## src/rtl/disp_pkg.sv

```systemverilog
// Shared types and constants for the multiplexed 7-segment display scanner.
package disp_pkg;

    typedef enum logic {
        ST_BLANK = 1'b0,
        ST_SHOW  = 1'b1
    } state_e;

    localparam int unsigned DIGIT_W = 4;
    localparam logic [6:0] SEG_BLANK = 7'b1111111;

    function automatic int unsigned max_u(input int unsigned a, input int unsigned b);
        return (a > b) ? a : b;
    endfunction

endpackage

```

## src/rtl/display_scanner_if.sv

```systemverilog
// Control and display-side signals of the display scanner, grouped for port passing.
interface display_scanner_if
    import disp_pkg::*;
#(
    parameter int unsigned DIGITS = 4
);
    logic                        en;
    logic                        load;
    logic [DIGIT_W*DIGITS-1:0]   din;
    logic                        lz_en;
    logic [DIGIT_W-1:0]          num;
    logic [DIGITS-1:0]           an;
    logic                        blank;
    logic [2:0]                  digit_idx;

    modport master (
        output en, load, din, lz_en,
        input  num, an, blank, digit_idx
    );

    modport slave (
        input  en, load, din, lz_en,
        output num, an, blank, digit_idx
    );
endinterface

```

## src/rtl/scan_slot_counter.sv

```systemverilog
// Slot counter shared by the blanking and show phases; tc fires on the last cycle of a slot
// and the count reloads to zero on the same edge.
module scan_slot_counter
    import disp_pkg::*;
#(
    parameter int unsigned SHOW_LEN  = 4,
    parameter int unsigned BLANK_LEN = 1
) (
    input  logic clk,
    input  logic reset,
    input  logic step_i,
    input  logic sel_show_i,
    output logic tc_o
);
    localparam int unsigned CntW = $clog2(max_u(SHOW_LEN, BLANK_LEN) + 1);

    logic [CntW-1:0] cnt_q, cnt_d;
    logic [CntW-1:0] limit;

    always_comb begin
        limit = sel_show_i ? CntW'(SHOW_LEN - 1) : CntW'(BLANK_LEN - 1);
        tc_o  = step_i && (cnt_q == limit);
        cnt_d = cnt_q;
        if (tc_o) begin
            cnt_d = '0;
        end else if (step_i) begin
            cnt_d = cnt_q + CntW'(1);
        end
    end

    always_ff @(posedge clk) begin
        if (reset) begin
            cnt_q <= '0;
        end else begin
            cnt_q <= cnt_d;
        end
    end

endmodule

```

## src/rtl/display_scanner.sv

```systemverilog
// Time-multiplexes a hex word onto a common-anode 7-segment bank with inter-digit blanking,
// tear-free frame capture and optional leading-zero suppression. All outputs are registered.
module display_scanner
    import disp_pkg::*;
#(
    parameter int unsigned DIGITS       = 4,
    parameter int unsigned REFRESH_DIV  = 50000,
    parameter int unsigned BLANK_CYCLES = 16
) (
    input  logic              clk,
    input  logic              reset,
    display_scanner_if.slave  bus
);
    localparam int unsigned DinW    = DIGIT_W * DIGITS;
    localparam logic [2:0]  LastIdx = 3'(DIGITS - 1);

    state_e              state_q, state_d;
    logic [2:0]          idx_q, idx_d;
    logic [DinW-1:0]     shadow_q, shadow_d;
    logic [DinW-1:0]     disp_q, disp_d;
    logic [DIGIT_W-1:0]  num_q, num_d;
    logic [DIGITS-1:0]   an_q, an_d;
    logic                blank_q, blank_d;
    logic [2:0]          digit_idx_q, digit_idx_d;

    logic                tc;
    logic [DIGITS-1:0]   supp;
    logic                upper_zero;

    scan_slot_counter #(
        .SHOW_LEN  (REFRESH_DIV),
        .BLANK_LEN (BLANK_CYCLES)
    ) u_slot_cnt (
        .clk        (clk),
        .reset      (reset),
        .step_i     (bus.en),
        .sel_show_i (state_q == ST_SHOW),
        .tc_o       (tc)
    );

    // Shadow takes every load; the display reg only refreshes as digit 0 is entered.
    always_comb begin
        state_d  = state_q;
        idx_d    = idx_q;
        disp_d   = disp_q;
        shadow_d = bus.load ? bus.din : shadow_q;
        if (bus.en && tc) begin
            unique case (state_q)
                ST_BLANK: begin
                    state_d = ST_SHOW;
                    idx_d   = (idx_q == LastIdx) ? 3'd0 : idx_q + 3'd1;
                    if (idx_d == 3'd0) begin
                        disp_d = bus.load ? bus.din : shadow_q;
                    end
                end
                ST_SHOW: state_d = ST_BLANK;
                default: state_d = ST_BLANK;
            endcase
        end
    end

    // A digit is suppressed when it and every digit to its left are zero.
    always_comb begin
        supp       = '0;
        upper_zero = 1'b1;
        for (int i = int'(DIGITS) - 1; i >= 1; i--) begin
            upper_zero = upper_zero & (disp_q[DIGIT_W*i +: DIGIT_W] == '0);
            supp[i]    = bus.lz_en & upper_zero;
        end
    end

    always_comb begin
        an_d        = '1;
        blank_d     = 1'b1;
        num_d       = '0;
        digit_idx_d = idx_q;
        if (bus.en && (state_q == ST_SHOW)) begin
            for (int i = 0; i < int'(DIGITS); i++) begin
                if (idx_q == 3'(i)) begin
                    an_d[i] = 1'b0;
                    if (!supp[i]) begin
                        blank_d = 1'b0;
                        num_d   = disp_q[DIGIT_W*i +: DIGIT_W];
                    end
                end
            end
        end
    end

    always_ff @(posedge clk) begin
        if (reset) begin
            state_q     <= ST_BLANK;
            idx_q       <= LastIdx;
            shadow_q    <= '0;
            disp_q      <= '0;
            num_q       <= '0;
            an_q        <= '1;
            blank_q     <= 1'b1;
            digit_idx_q <= LastIdx;
        end else begin
            state_q     <= state_d;
            idx_q       <= idx_d;
            shadow_q    <= shadow_d;
            disp_q      <= disp_d;
            num_q       <= num_d;
            an_q        <= an_d;
            blank_q     <= blank_d;
            digit_idx_q <= digit_idx_d;
        end
    end

    assign bus.num       = num_q;
    assign bus.an        = an_q;
    assign bus.blank     = blank_q;
    assign bus.digit_idx = digit_idx_q;

endmodule
```

## src/flat_wrapper.sv

```systemverilog
// flat-port wrapper written by rule: the top's interface ports become plain ports
module display_scanner_flat import disp_pkg::*;
#(
    parameter int unsigned DIGITS       = 4,
    parameter int unsigned REFRESH_DIV  = 50000,
    parameter int unsigned BLANK_CYCLES = 16
)
  (clk, reset, bus_en, bus_load, bus_din, bus_lz_en, bus_num, bus_an, bus_blank, bus_digit_idx);
  display_scanner_if #(.DIGITS(DIGITS)) bus_i ();
  input  logic clk;
  input  logic reset;
  input wire logic [$bits(bus_i.en)-1:0] bus_en;
  input wire logic [$bits(bus_i.load)-1:0] bus_load;
  input wire logic [$bits(bus_i.din)-1:0] bus_din;
  input wire logic [$bits(bus_i.lz_en)-1:0] bus_lz_en;
  output wire logic [$bits(bus_i.num)-1:0] bus_num;
  output wire logic [$bits(bus_i.an)-1:0] bus_an;
  output wire logic [$bits(bus_i.blank)-1:0] bus_blank;
  output wire logic [$bits(bus_i.digit_idx)-1:0] bus_digit_idx;
  assign bus_i.en = bus_en;
  assign bus_i.load = bus_load;
  assign bus_i.din = bus_din;
  assign bus_i.lz_en = bus_lz_en;
  assign bus_num = bus_i.num;
  assign bus_an = bus_i.an;
  assign bus_blank = bus_i.blank;
  assign bus_digit_idx = bus_i.digit_idx;
  display_scanner #(.DIGITS(DIGITS), .REFRESH_DIV(REFRESH_DIV), .BLANK_CYCLES(BLANK_CYCLES)) u_core (.clk(clk), .reset(reset), .bus(bus_i));
endmodule
```

## config.mk

```make
export PLATFORM = sky130hd
export DESIGN_NAME = display_scanner_flat
export DESIGN_NICKNAME = d
export VERILOG_FILES = /design/src/rtl/disp_pkg.sv /design/src/rtl/display_scanner_if.sv /design/src/rtl/scan_slot_counter.sv /design/src/rtl/display_scanner.sv /design/src/flat_wrapper.sv
export SDC_FILE = /design/constraint.sdc
export NUM_CORES = 1
export LEC_CHECK = 0
export CAP_MARGIN = 20
export CORE_ASPECT_RATIO = 1.4
export CORE_UTILIZATION = 67
export DETAILED_ROUTE_END_ITERATION = 8
export DONT_BUFFER_PORTS = 1
export PLACE_DENSITY = 0.91
export SETUP_SLACK_MARGIN = 0.4
export SLEW_MARGIN = 20
export SYNTH_ARGS = -nofsm -noshare
export SYNTH_HDL_FRONTEND = slang
export SYNTH_SLANG_ARGS = --single-unit
```

## constraint.sdc

```tcl
create_clock -name clk -period 3.4 [get_ports clk]
set_input_delay 0.34 -clock clk [delete_from_list [all_inputs] [get_ports clk]]
set_output_delay 0.34 -clock clk [all_outputs]
set_load 0.1 [all_outputs]
```

# Yosys cells after proc, flatten, opt, wreduce, memory -nomap -nowiden
# Index checks and enable logic that the tools add are counted.
dict set report word_totals {
  register_bits 64
  out_inout_bits 12
}
dict set report op_classes {
  n_addsub 2
  eq_ne 4
  muxes 21
  n_bitwise 7
  reduce_logical 12
}
# cell n
set op_table {}
lappend op_table {{$mux W16} 2}
lappend op_table {{$mux W4} 7}
lappend op_table {{$add A16 B1 Y16 const B} 1}
lappend op_table {{$eq A16 B16 Y1} 1}
lappend op_table {{$logic_not A4 Y1} 3}
lappend op_table {{$mux W1} 10}
lappend op_table {{$eq A3 B2 Y1 const B} 2}
lappend op_table {{$logic_not A3 Y1} 2}
lappend op_table {{$and A1 B1 Y1} 5}
lappend op_table {{$reduce_or A2 Y1} 2}
lappend op_table {{$add A3 B1 Y3 const B} 1}
lappend op_table {{$eq A3 B1 Y1 const B} 1}
lappend op_table {{$logic_and A1 B1 Y1} 3}
lappend op_table {{$mux W3} 1}
lappend op_table {{$reduce_and A3 Y1} 1}
lappend op_table {{$not A1 Y1} 2}
lappend op_table {{$pmux W1 S2} 1}
lappend op_table {{$reduce_and A2 Y1} 1}

# Logic depth before layout (Yosys ltp)
# Gate-level depths: netlist of the first run.
dict set report depth {
  word_depth 10
  depth_mapped 7
}

# Hierarchy
# Synthesis of the first run repeated with hierarchy kept, for this count alone.
dict set report unflattened {
  hier_cells 287
  hier_area_um2 2740.1
}
# mod instances cells_per_inst area_per_inst_um2
set by_module_without_submodules {}
lappend by_module_without_submodules {display_scanner 1 201 1966.9}
lappend by_module_without_submodules {scan_slot_counter 1 86 773.2}

# Least setup slack after synthesis of the first run
# OpenSTA, ideal clock, no wires.
dict set report synth_timing {
  kind {flip-flop to flip-flop}
  start {register u_core.u_slot_cnt.cnt_q[0]}
  end {register u_core.disp_q[10]}
  setup_time_ns 0.121
  t_arrival_ns 1.907
  t_required_ns 3.279
  setup_slack_ns 1.373
  stages_incl_launch_ff 7
  n_path_buf 1
  synth_period_minus_slack_ns 2.027
  cell_sequence {dfxtp_1 -> ha_1 -> nand4_4 -> nand3b_1 -> nor4_4 -> buf_6 -> mux2_2}
}
dict set report synth_via {
  elab_chain_cells 4
}
# item line_no
set synth_lines {}
lappend synth_lines {{start: declaration} scan_slot_counter.sv:17} ;# logic [CntW-1:0] cnt_q, cnt_d;
lappend synth_lines {{start signal: assignment} scan_slot_counter.sv:35} ;# cnt_q <= cnt_d;
lappend synth_lines {{$eq A16 B16 Y1} scan_slot_counter.sv:22} ;# tc_o = step_i && (cnt_q == limit);
lappend synth_lines {{$logic_and A1 B1 Y1} scan_slot_counter.sv:22}
lappend synth_lines {{$logic_and A1 B1 Y1} display_scanner.sv:47} ;# if (bus.en && tc) begin
lappend synth_lines {{$reduce_and A3 Y1 (no source line)} -}
lappend synth_lines {{end signal: assignment} display_scanner.sv:104} ;# disp_q <= disp_d;
lappend synth_lines {{end: declaration} display_scanner.sv:20} ;# logic [DinW-1:0] disp_q, disp_d;
# No other way between the ends.
# A chain may end at the register's enable or synchronous reset.

# Final worst setup path of the first run
dict set report layout_timing {
  start {register u_core.idx_q[0] (netlist: u_core.digit_idx_d[0])}
  end {register u_core.num_q[2] (netlist: u_core.bus.num[2])}
}
dict set report layout_via {
  elab_chain_cells 8
  word_cells_on_any_way 11
}
# item line_no
set layout_lines {}
lappend layout_lines {{start: declaration} display_scanner.sv:18} ;# logic [2:0] idx_q, idx_d;
lappend layout_lines {{start signal: assignment} display_scanner.sv:93} ;# idx_q <= LastIdx;
lappend layout_lines {{start signal: assignment} display_scanner.sv:102} ;# idx_q <= idx_d;
lappend layout_lines {{$logic_not A3 Y1} display_scanner.sv:79} ;# if (idx_q == 3'(i)) begin
lappend layout_lines {{$mux W4} display_scanner.sv:79}
lappend layout_lines {{$mux W4} display_scanner.sv:81} ;# if (!supp[i]) begin
lappend layout_lines {{$mux W4} display_scanner.sv:79}
lappend layout_lines {{$mux W4} display_scanner.sv:81}
lappend layout_lines {{$mux W4} display_scanner.sv:79}
lappend layout_lines {{$mux W4} display_scanner.sv:81}
lappend layout_lines {{$mux W4 *} display_scanner.sv:79}
lappend layout_lines {{end signal: assignment} display_scanner.sv:105} ;# num_q <= num_d;
lappend layout_lines {{end: declaration} display_scanner.sv:21} ;# logic [DIGIT_W-1:0] num_q, num_d;
# Mark *: on every way between the ends. The rest lies on a longest branch, timed or not.

==> results of run 1 <==
-- power by group through the flow --
stage	clock network [mW]	registers [mW]	logic (mW)
global route	0.597	0.770	0.0389
finish	0.551	0.769	0.0347
floorplan	0	0.784	0.0436
detailed placement	0	0.786	0.0353
global placement	0	0.785	0.0329
CTS	0.561	0.769	0.0353
-- kinds of logic after synthesis --
family / after synthesis / share of synthesized area
flip-flops: 64 / 0.448
buffers and inverters: 22 / 0.0477
multiplexers: 35 / 0.130
AND/OR/NAND/NOR: 113 / 0.214
XOR/XNOR: 15 / 0.0460
adder cells (fa/ha/maj): 5 / 0.0219
AO/OA/AOI/OAI: 37 / 0.0928
-- per-layer routing --
metal  vias to the layer above  share of wire  global-route usage  routed length, um
met5                         -              0                   0                  0
met4                         0          0.035               0.180                196
met3                        22          0.049              0.0668                273
met2                        78           0.55               0.496               3040
met1                       991           0.37               0.257               2020
li1                       1026              -                   -                  -
-- final cells by class --
cell class / instances / area, sq um
clock buffers: 13 / 149
clock inverters: 3 / 17.5
fillers: 305 / 1040
inverters: 8 / 30.0
multi-input cells: 205 / 1440
flip-flops and latches: 64 / 1280
well taps: 43 / 53.8
repair buffers: 1 / 7.51
-- flip-flops by register name, indices dropped and copies added, names as in the netlist --
register	count
u_core.bus.an	4
u_core.digit_idx_d	3
u_core.bus.digit_idx	3
u_core.disp_q	16
u_core.bus.num	4
u_core.bus.blank	1
u_core.state_q	1
u_core.shadow_q	16
u_core.u_slot_cnt.cnt_q	16
-- layout by cell type, fill, tap and decap left out, types with 2 or more instances in the layout --
master     n
a211oi_1   8
a21oi_1    4
a22oi_1    8
and2b_1   10
clkbuf_1   3
clkbuf_8  10
clkinv_2   2
dfxtp_1   64
ha_1       5
inv_1      8
mux2_2    16
mux2i_1   19
nand2_1   19
nand2b_1   2
nand3_1    3
nand3b_1   2
nand4_1    7
nor2_1    40
nor2b_1    6
nor3_1     5
nor4_1     8
o21ai_0    5
o31ai_1    4
or4_1      3
xnor2_1   12
xor2_1     3
-- worst paths after layout --
kind,endpoint,slack (ns),depth (start not counted)
setup / recovery,u_core.bus.num[2],1.05,6
setup reg to reg,u_core.bus.num[2],1.05,6
hold reg to reg,u_core.bus.num[1],0.49,2
hold / removal,u_core.bus.digit_idx[2],0.08,1
-- worst max-delay path, cell delays in order, from the launching register on --
cell and delay [ns]:
dfxtp_1 0.34, inv_1 0.14, ha_1 0.31, or4bb_1 0.51
nor4_1 0.52, nand2_1 0.14, a211oi_1 0.29
-- synth_stat cells --
cell      number  area share
dfxtp_1       64        0.45
nor2_1        40       0.053
mux2i_1       19       0.067
nand2_1       19       0.025
mux2_2        16       0.063
xnor2_1       12       0.037
and2b_1       10       0.026
a211oi_1       8       0.021
a22oi_1        8       0.021
inv_1          8       0.011
nor4_1         8       0.018
nand4_1        7       0.015
nor2b_1        6       0.013
clkbuf_1       5      0.0066
ha_1           5       0.022
nor3_1         5      0.0088
o21ai_0        5      0.0088
a21oi_1        4      0.0070
buf_6          4       0.016
o31ai_1        4       0.011
buf_2          3      0.0053
nand3_1        3      0.0053
or4_1          3      0.0079
xor2_1         3      0.0092
clkbuf_8       2      0.0096
nand2b_1       2      0.0044
nand3b_1       2      0.0053
a21boi_0       1      0.0026
a311o_1        1      0.0035
a311oi_1       1      0.0031
a31o_2         1      0.0031
and2b_2        1      0.0031
and3_1         1      0.0022
and3b_2        1      0.0035
and4_1         1      0.0031
nand4_4        1      0.0074
nor4_4         1      0.0074
o221ai_1       1      0.0031
o311ai_1       1      0.0031
o31a_1         1      0.0031
o32ai_1        1      0.0031
or3_1          1      0.0022
or4bb_1        1      0.0039
-- per-stage QoR --
step	power [mW]	hold WS [ns]	area, sq um	setup slack [ns]
2_1_floorplan	0.828	0.447	2860	1.37
3_5_place_dp	0.821	0.427	2810	1.14
4_1_cts	1.37	0.0670	2980	1.13
6_report	1.35	0.0773	2980	1.05
3_3_place_gp	0.818	0.417	2810	1.33
5_1_grt	1.41	0.0664	2980	0.899
==> metrics.csv, run 1 <==
metric,value,unit
first-pass GRT wire length,9.23,mm
number of global-route vias before repair,2113,
Worst EP arrival,2.59,ns
GR Overflow Total,0,
Detail Route Antenna Nets,0,
Via density,6.28,
Final Critical Period,2.35,ns
"non-filler cells, final",337,
starting DRC count in detailed routing,137,
YS warnings,0,
# nets final,315,
CTS root buffer,clkbuf_8,
post-synthesis average cell area,9.82,sq um
Psw,0.290,mW
Post-Route WL,5.54,mm
placed cell count,321,
drt first pass iters,6,
worst hold path startpoint,reset,
Critical Path Fanout Max,7,
Logic pwr share,0.026,
sequential fraction of the synthesis area,0.448,
"Distinct cells, synth",43,
Synth-to-Final Area Change,4.25,%
total track usage,0.269,
Worst Setup Start Kind,register,
status,"complete, but fails checks",
drc violations,4,
core box area,4020,sq um
hpwl dp,4.02,mm
synthesized cell area,2860,sq um
# setup viols final,0,
pin count of the biggest net entering global routing,40,
"flops & latches, synth",64,
Seq pwr share,0.568,
Slew @ Worst Pin,0.966,ns
Setup TNS Final,0,ns
final hold vios,0,
n_diodes,0,
Clock Power Share,0.406,
CP startpoint,u_core.digit_idx_d[0],
"Req. time, crit path",3.64,ns
skew final,0.00696,ns
clock tree buffer depth,2,
Pwr Density,454,nW/um^2
fin util,0.741,
port bufs,0,
Setup CP Type,reg -> reg,
clock sinks,64,
hold buffer count at cts,0,
post-cts sizing count,0,
"Slew Viols, Final",0,
Max VDD drop,0.000302,V
number of CTS-inserted buffers,9,
unrepaired setup endpoints after global routing,no,
I/O pin total,33,
die width,57.2,um
Pint,1.06,mW
layout cells sized above 1,0.119,
worst min-delay path class,in -> reg,
worst r2r src,u_core.digit_idx_d[0],
via count,2117,
Syn Nets,317,
Clock transition at path regs,0.06,ns
clk_lat worst skew,0.34,ns
Initial Util,0.711,
total die area,4540,sq um
row count,27,
H-tree Lvls,3,
CP Capture Type,register,
max_slew headroom,0.355,
routed len/inst,16.4,um
antenna violations before repair,0,
LEAKAGE,1.18,nW
gpl congestion,1.02,
failing checks,DRC,
post-route clock period utilization,0.691,
"Setup Fix Bufs, Post-CTS",0,
Max Freq,426,MHz
Max Cap Viol,0,
Synth Instances,291,
Switching Fraction,0.214,
TritonCTS clock tree,done,
Die Y,79.3,um
(Power assumes the default switching activity.)
==> run 2: changes to the inputs <==
Settings changed: CORE_UTILIZATION 67 to 62, PLACE_DENSITY 0.91 to 0.86.
Clock period 3.4 ns to 2.35 ns, I/O delays scaled along.
==> run 2 against run 1 <==
Against the previous run: the flow now finishes without violations; hold slack worse by 0.065 ns; power is 53% higher; clock power is 64% higher; combinational power is 75% higher; wire length is 11% higher; largest power group unchanged.
==> metrics.csv, run 2 (synthesized netlist as in run 1, its figures left out) <==
metric,value,unit
GR Overflow Total,0,
Worst Setup Start Kind,register,
gpl congestion,0.872,
hold_ws,0.0127,ns
first-pass GRT wire length,9.34,mm
pin count of the biggest net entering global routing,23,
CTS root buffer,clkbuf_8,
antenna violations before repair,0,
Via density,6.07,
critical path cell sequence,ha_4 > nand4_4 > nand3b_1 > nor4_4 > buf_4 > buf_8 > mux2_2,
Crit path largest cell delay,0.37,ns
die width,59.4,um
Clock transition at path regs,0.06,ns
Synth-to-Final Area Change,14.0,%
clock tree buffer depth,2,
row count,28,
Worst EP arrival,2.24,ns
drt first pass iters,5,
clock sinks,64,
"commonest non-fill, non-tap cell in the layout",dfxtp_1,
final hold vios,0,
Max Freq,496,MHz
total track usage,0.262,
port bufs,0,
clk_lat worst skew,0.34,ns
I/O pin total,33,
Post-Route WL,6.17,mm
LEAKAGE,1.29,nW
Setup TNS Final,0,ns
"commonest non-fill, non-tap cells in the layout","60 x dfxtp_1, 40 x nor2_1, 19 x mux2i_1, 19 x nand2_1, 16 x buf_4",
Final Critical Period,2.01,ns
TritonCTS clock tree,done,
Critical Path Fanout Max,8,
post-route clock period utilization,0.857,
H-tree Lvls,3,
skew final,0.00680,ns
Detail Route Antenna Nets,0,
layout cells sized above 1,0.206,
via count,2253,
"Slew Viols, Final",0,
routed len/inst,16.6,um
core box area,4310,sq um
total die area,4890,sq um
unrepaired setup endpoints after global routing,yes,
Reg area,1290,sq um
CP top delay family,simple AND/OR/NAND/NOR gates,
CP Capture Type,register,
fillers,297,
"Req. time, crit path",2.58,ns
Largest regs,"u_core.disp_q (16), u_core.shadow_q (16), u_core.u_slot_cnt.cnt_q (16)",
drc violations,0,
Max VDD drop,0.000445,V
n_diodes,0,
hpwl dp,3.97,mm
Initial Util,0.663,
worst min-delay path class,in -> reg,
Pwr Density,637,nW/um^2
starting DRC count in detailed routing,120,
# setup viols final,0,
multi-input logic area,1520,sq um
max_slew headroom,0.371,
total power,2.07,mW
Buf/Inv on CP,2,
Placement Cell Area,2910,sq um
number of CTS-inserted buffers,9,
status,finished clean,
Slew @ Worst Pin,0.942,ns
number of global-route vias before repair,2156,
Max Cap Viol,0,
# nets final,333,
Setup CP Type,reg -> reg,
slowest CP cell,dfxtp_4,
Final Cell Area,3260,sq um
Die Y,82.3,um
-- run 2: timing repair --
| item | in CTS | in global routing |
|---|---|---|
| endpoints found under the setup margin | 20 | 19 |
| hold endpoints to repair | 18 | 0 |
| pin swaps | 0 | 1 |
| cloned | 0 | 1 |
| setup buffers | 0 | 8 |
| hold buffers | 1 | 0 |
| gates resized for setup | 3 | 14 |
-- run 2: cell type report --
cell class | count | share of cell area
Clock inverter | 4 | 0.0138
Inverter | 8 | 0.00922
Tap cell | 60 | 0.0230
Timing Repair Buffer | 19 | 0.0461
Sequential cell | 64 | 0.397
Clock buffer | 11 | 0.0434
Multi-Input combinational cell | 205 | 0.467
-- run 2: per-layer routing --
metal / up-vias / track usage / part of all wire
li1: 1063 / - / -
met1: 1078 / 0.252 / 0.38
met2: 82 / 0.473 / 0.54
met3: 30 / 0.0639 / 0.043
met4: 0 / 0.198 / 0.040
met5: - / 0 / 0
-- run 2: final timing paths --
check                                                 from                 endpoint  slack, ns  cells past startpoint
worst min-delay path                                 reset  u_core.bus.digit_idx[1]       0.01                      2
worst max-delay path            u_core.u_slot_cnt.cnt_q[0]        u_core.disp_q[13]       0.34                      7
worst min register to register            u_core.disp_q[1]        u_core.bus.num[1]       0.49                      2
worst max register to register  u_core.u_slot_cnt.cnt_q[0]        u_core.disp_q[13]       0.34                      7
-- run 2: power by group --
group / internal [mW] / total (mW) / switching [mW] / leakage [nW]
Sequential: 1.10 / 1.11 / 0.00900 / 0.520
Combinational: 0.0305 / 0.0607 / 0.0302 / 0.669
Clock: 0.507 / 0.901 / 0.394 / 0.0989
-- run 2: metrics by stage --
stage	util	std cells	setup slack [ns]
6_report	0.756	371	0.335
5_1_grt	0.756	371	0.256
4_1_cts	0.725	362	0.397
3_5_place_dp	0.676	346	0.300
3_3_place_gp	0.676	346	0.290
2_1_floorplan	-	291	0.379
==> run 3: changes to the inputs <==
Settings changed: PLACE_DENSITY 0.86 to 0.78.
==> run 3 against run 2 <==
Against the previous run: sequential power is essentially flat; cell count shrank 1.1%; first-iteration DRC count shrank 28%; utilization shrank 0.44 points; setup slack gained 0.074 ns; global-route usage shrank 0.57 points.
==> metrics.csv, run 3 (synthesized netlist as in run 1, its figures left out) <==
metric,value,unit
status,finished clean,
row count,28,
drt first pass iters,4,
n_diodes,0,
Max Used Layer,met4,
total die area,4890,sq um
GR Overflow Total,0,
worst r2r src,u_core.digit_idx_d[0],
"Slew Viols, Final",0,
number of CTS-inserted buffers,9,
routed wl met3,198,um
total track usage,0.257,
# setup viols final,0,
crit path to,u_core.disp_q[4],
Clock transition at path regs,0.06,ns
drc violations,0,
placed cell count,345,
clock sinks,64,
Initial Util,0.663,
Worst EP arrival,2.16,ns
CP startpoint,u_core.digit_idx_d[0],
Max Freq,515,MHz
Final Critical Period,1.94,ns
die width,59.4,um
Post-Route WL,5.63,mm
"Req. time, crit path",2.57,ns
clock tree buffer depth,2,
Reg area,1290,sq um
pin count of the biggest net entering global routing,23,
Setup CP Type,reg -> reg,
final hold vios,0,
Pwr Density,692,nW/um^2
layout cells sized above 1,0.192,
fin util,0.752,
port bufs,0,
skew final,0.00624,ns
hpwl dp,3.84,mm
Setup TNS Final,0,ns
CTS root buffer,clkbuf_8,
Synth-to-Final Area Change,13.3,%
"commonest non-fill, non-tap cells in the layout","60 x dfxtp_1, 39 x nor2_1, 19 x mux2i_1, 19 x nand2_1, 16 x mux2_2",
number of global-route vias before repair,2143,
max_slew headroom,0.375,
Via density,5.80,
via count,2129,
starting DRC count in detailed routing,87,
Die Y,82.3,um
post-route clock period utilization,0.826,
worst reg2reg path depth,6,
Max Cap Viol,0,
Worst Setup Start Kind,register,
worst min-delay path class,in -> reg,
r2r endpoint,u_core.disp_q[4],
TritonCTS clock tree,done,
M1 wire length,2.25,mm
Critical Path Fanout Max,8,
first-pass GRT wire length,9.31,mm
# nets final,328,
routed wl met2,3.06,mm
Max VDD drop,0.000496,V
unrepaired setup endpoints after global routing,yes,
core box area,4310,sq um
r2r setup slk,0.41,ns
LEAKAGE,1.28,nW
multi-input logic area,1490,sq um
antenna violations before repair,0,
I/O pin total,33,
clk_lat worst skew,0.33,ns
CP Capture Type,register,
H-tree Lvls,3,
fillers,339,
routed len/inst,15.4,um
"commonest non-fill, non-tap cell in the layout",dfxtp_1,
Largest regs,"u_core.disp_q (16), u_core.shadow_q (16), u_core.u_slot_cnt.cnt_q (16)",
Slew @ Worst Pin,0.937,ns
"non-filler cells, final",367,
gpl congestion,0.868,
Detail Route Antenna Nets,0,
## run 3: what timing repair did
| item | CTS | global route |
|---|---|---|
| gates cloned | 0 | 1 |
| hold buffers | 2 | 0 |
| setup buffers | 0 | 3 |
| endpoints found under the setup margin | 20 | 20 |
| hold endpoints to repair | 18 | 0 |
| resized for setup | 3 | 11 |
## run 3: critical path, cell delays in order (launching register included)
cell,delay [ns]
dfxtp_2,0.37
inv_2,0.07
ha_1,0.31
o31a_1,0.32
nor4_4,0.22
buf_6,0.20
mux2_2,0.34
## run 3: worst min-delay path by stage
| stage | start | endpoint | slack (ns) | cells past startpoint |
|---|---|---|---|---|
| global route | bus_en | u_core.u_slot_cnt.cnt_q[0] | 0.04 | 2 |
| detailed placement | reset | u_core.state_q | 0.31 | 1 |
| global placement | reset | u_core.state_q | 0.31 | 1 |
| CTS | reset | u_core.digit_idx_d[0] | 0.04 | 2 |
| floorplan | bus_din[0] | u_core.shadow_q[0] | 0.41 | 2 |
| finish | reset | u_core.digit_idx_d[0] | 0.06 | 2 |
## run 3: layout make-up
class                   instances  share of cell area
clock buffers                  14              0.0533
inverters                       8             0.00927
well taps                      60              0.0232
repair buffers                 14              0.0363
clock inverters                 2              0.0185
multi-input cells             205               0.461
flip-flops and latches         64               0.399
## run 3: metrics by stage
step	area (sq um)	setup slack [ns]	power (mW)	hold WS, ns
after floorplan	2880	0.379	1.20	0.411
after global placement	2900	0.296	1.19	0.313
after detailed placement	2900	0.266	1.19	0.314
after CTS	3170	0.401	2.26	0.0370
after global routing	3240	0.334	2.32	0.0379
final	3240	0.409	2.24	0.0576
## run 3: power by group
group | switching (mW) | internal (mW) | leakage [nW]
sequential | 0.00938 | 1.10 | 0.520
clock | 0.383 | 0.686 | 0.117
combinational | 0.0286 | 0.0298 | 0.640
## run 3: routing by layer
layer | vias to the layer above | track usage
li1 | 1050 | -
met1 | 1006 | 0.255
met2 | 60 | 0.471
met3 | 13 | 0.0545
met4 | 0 | 0.167
met5 | - | 0
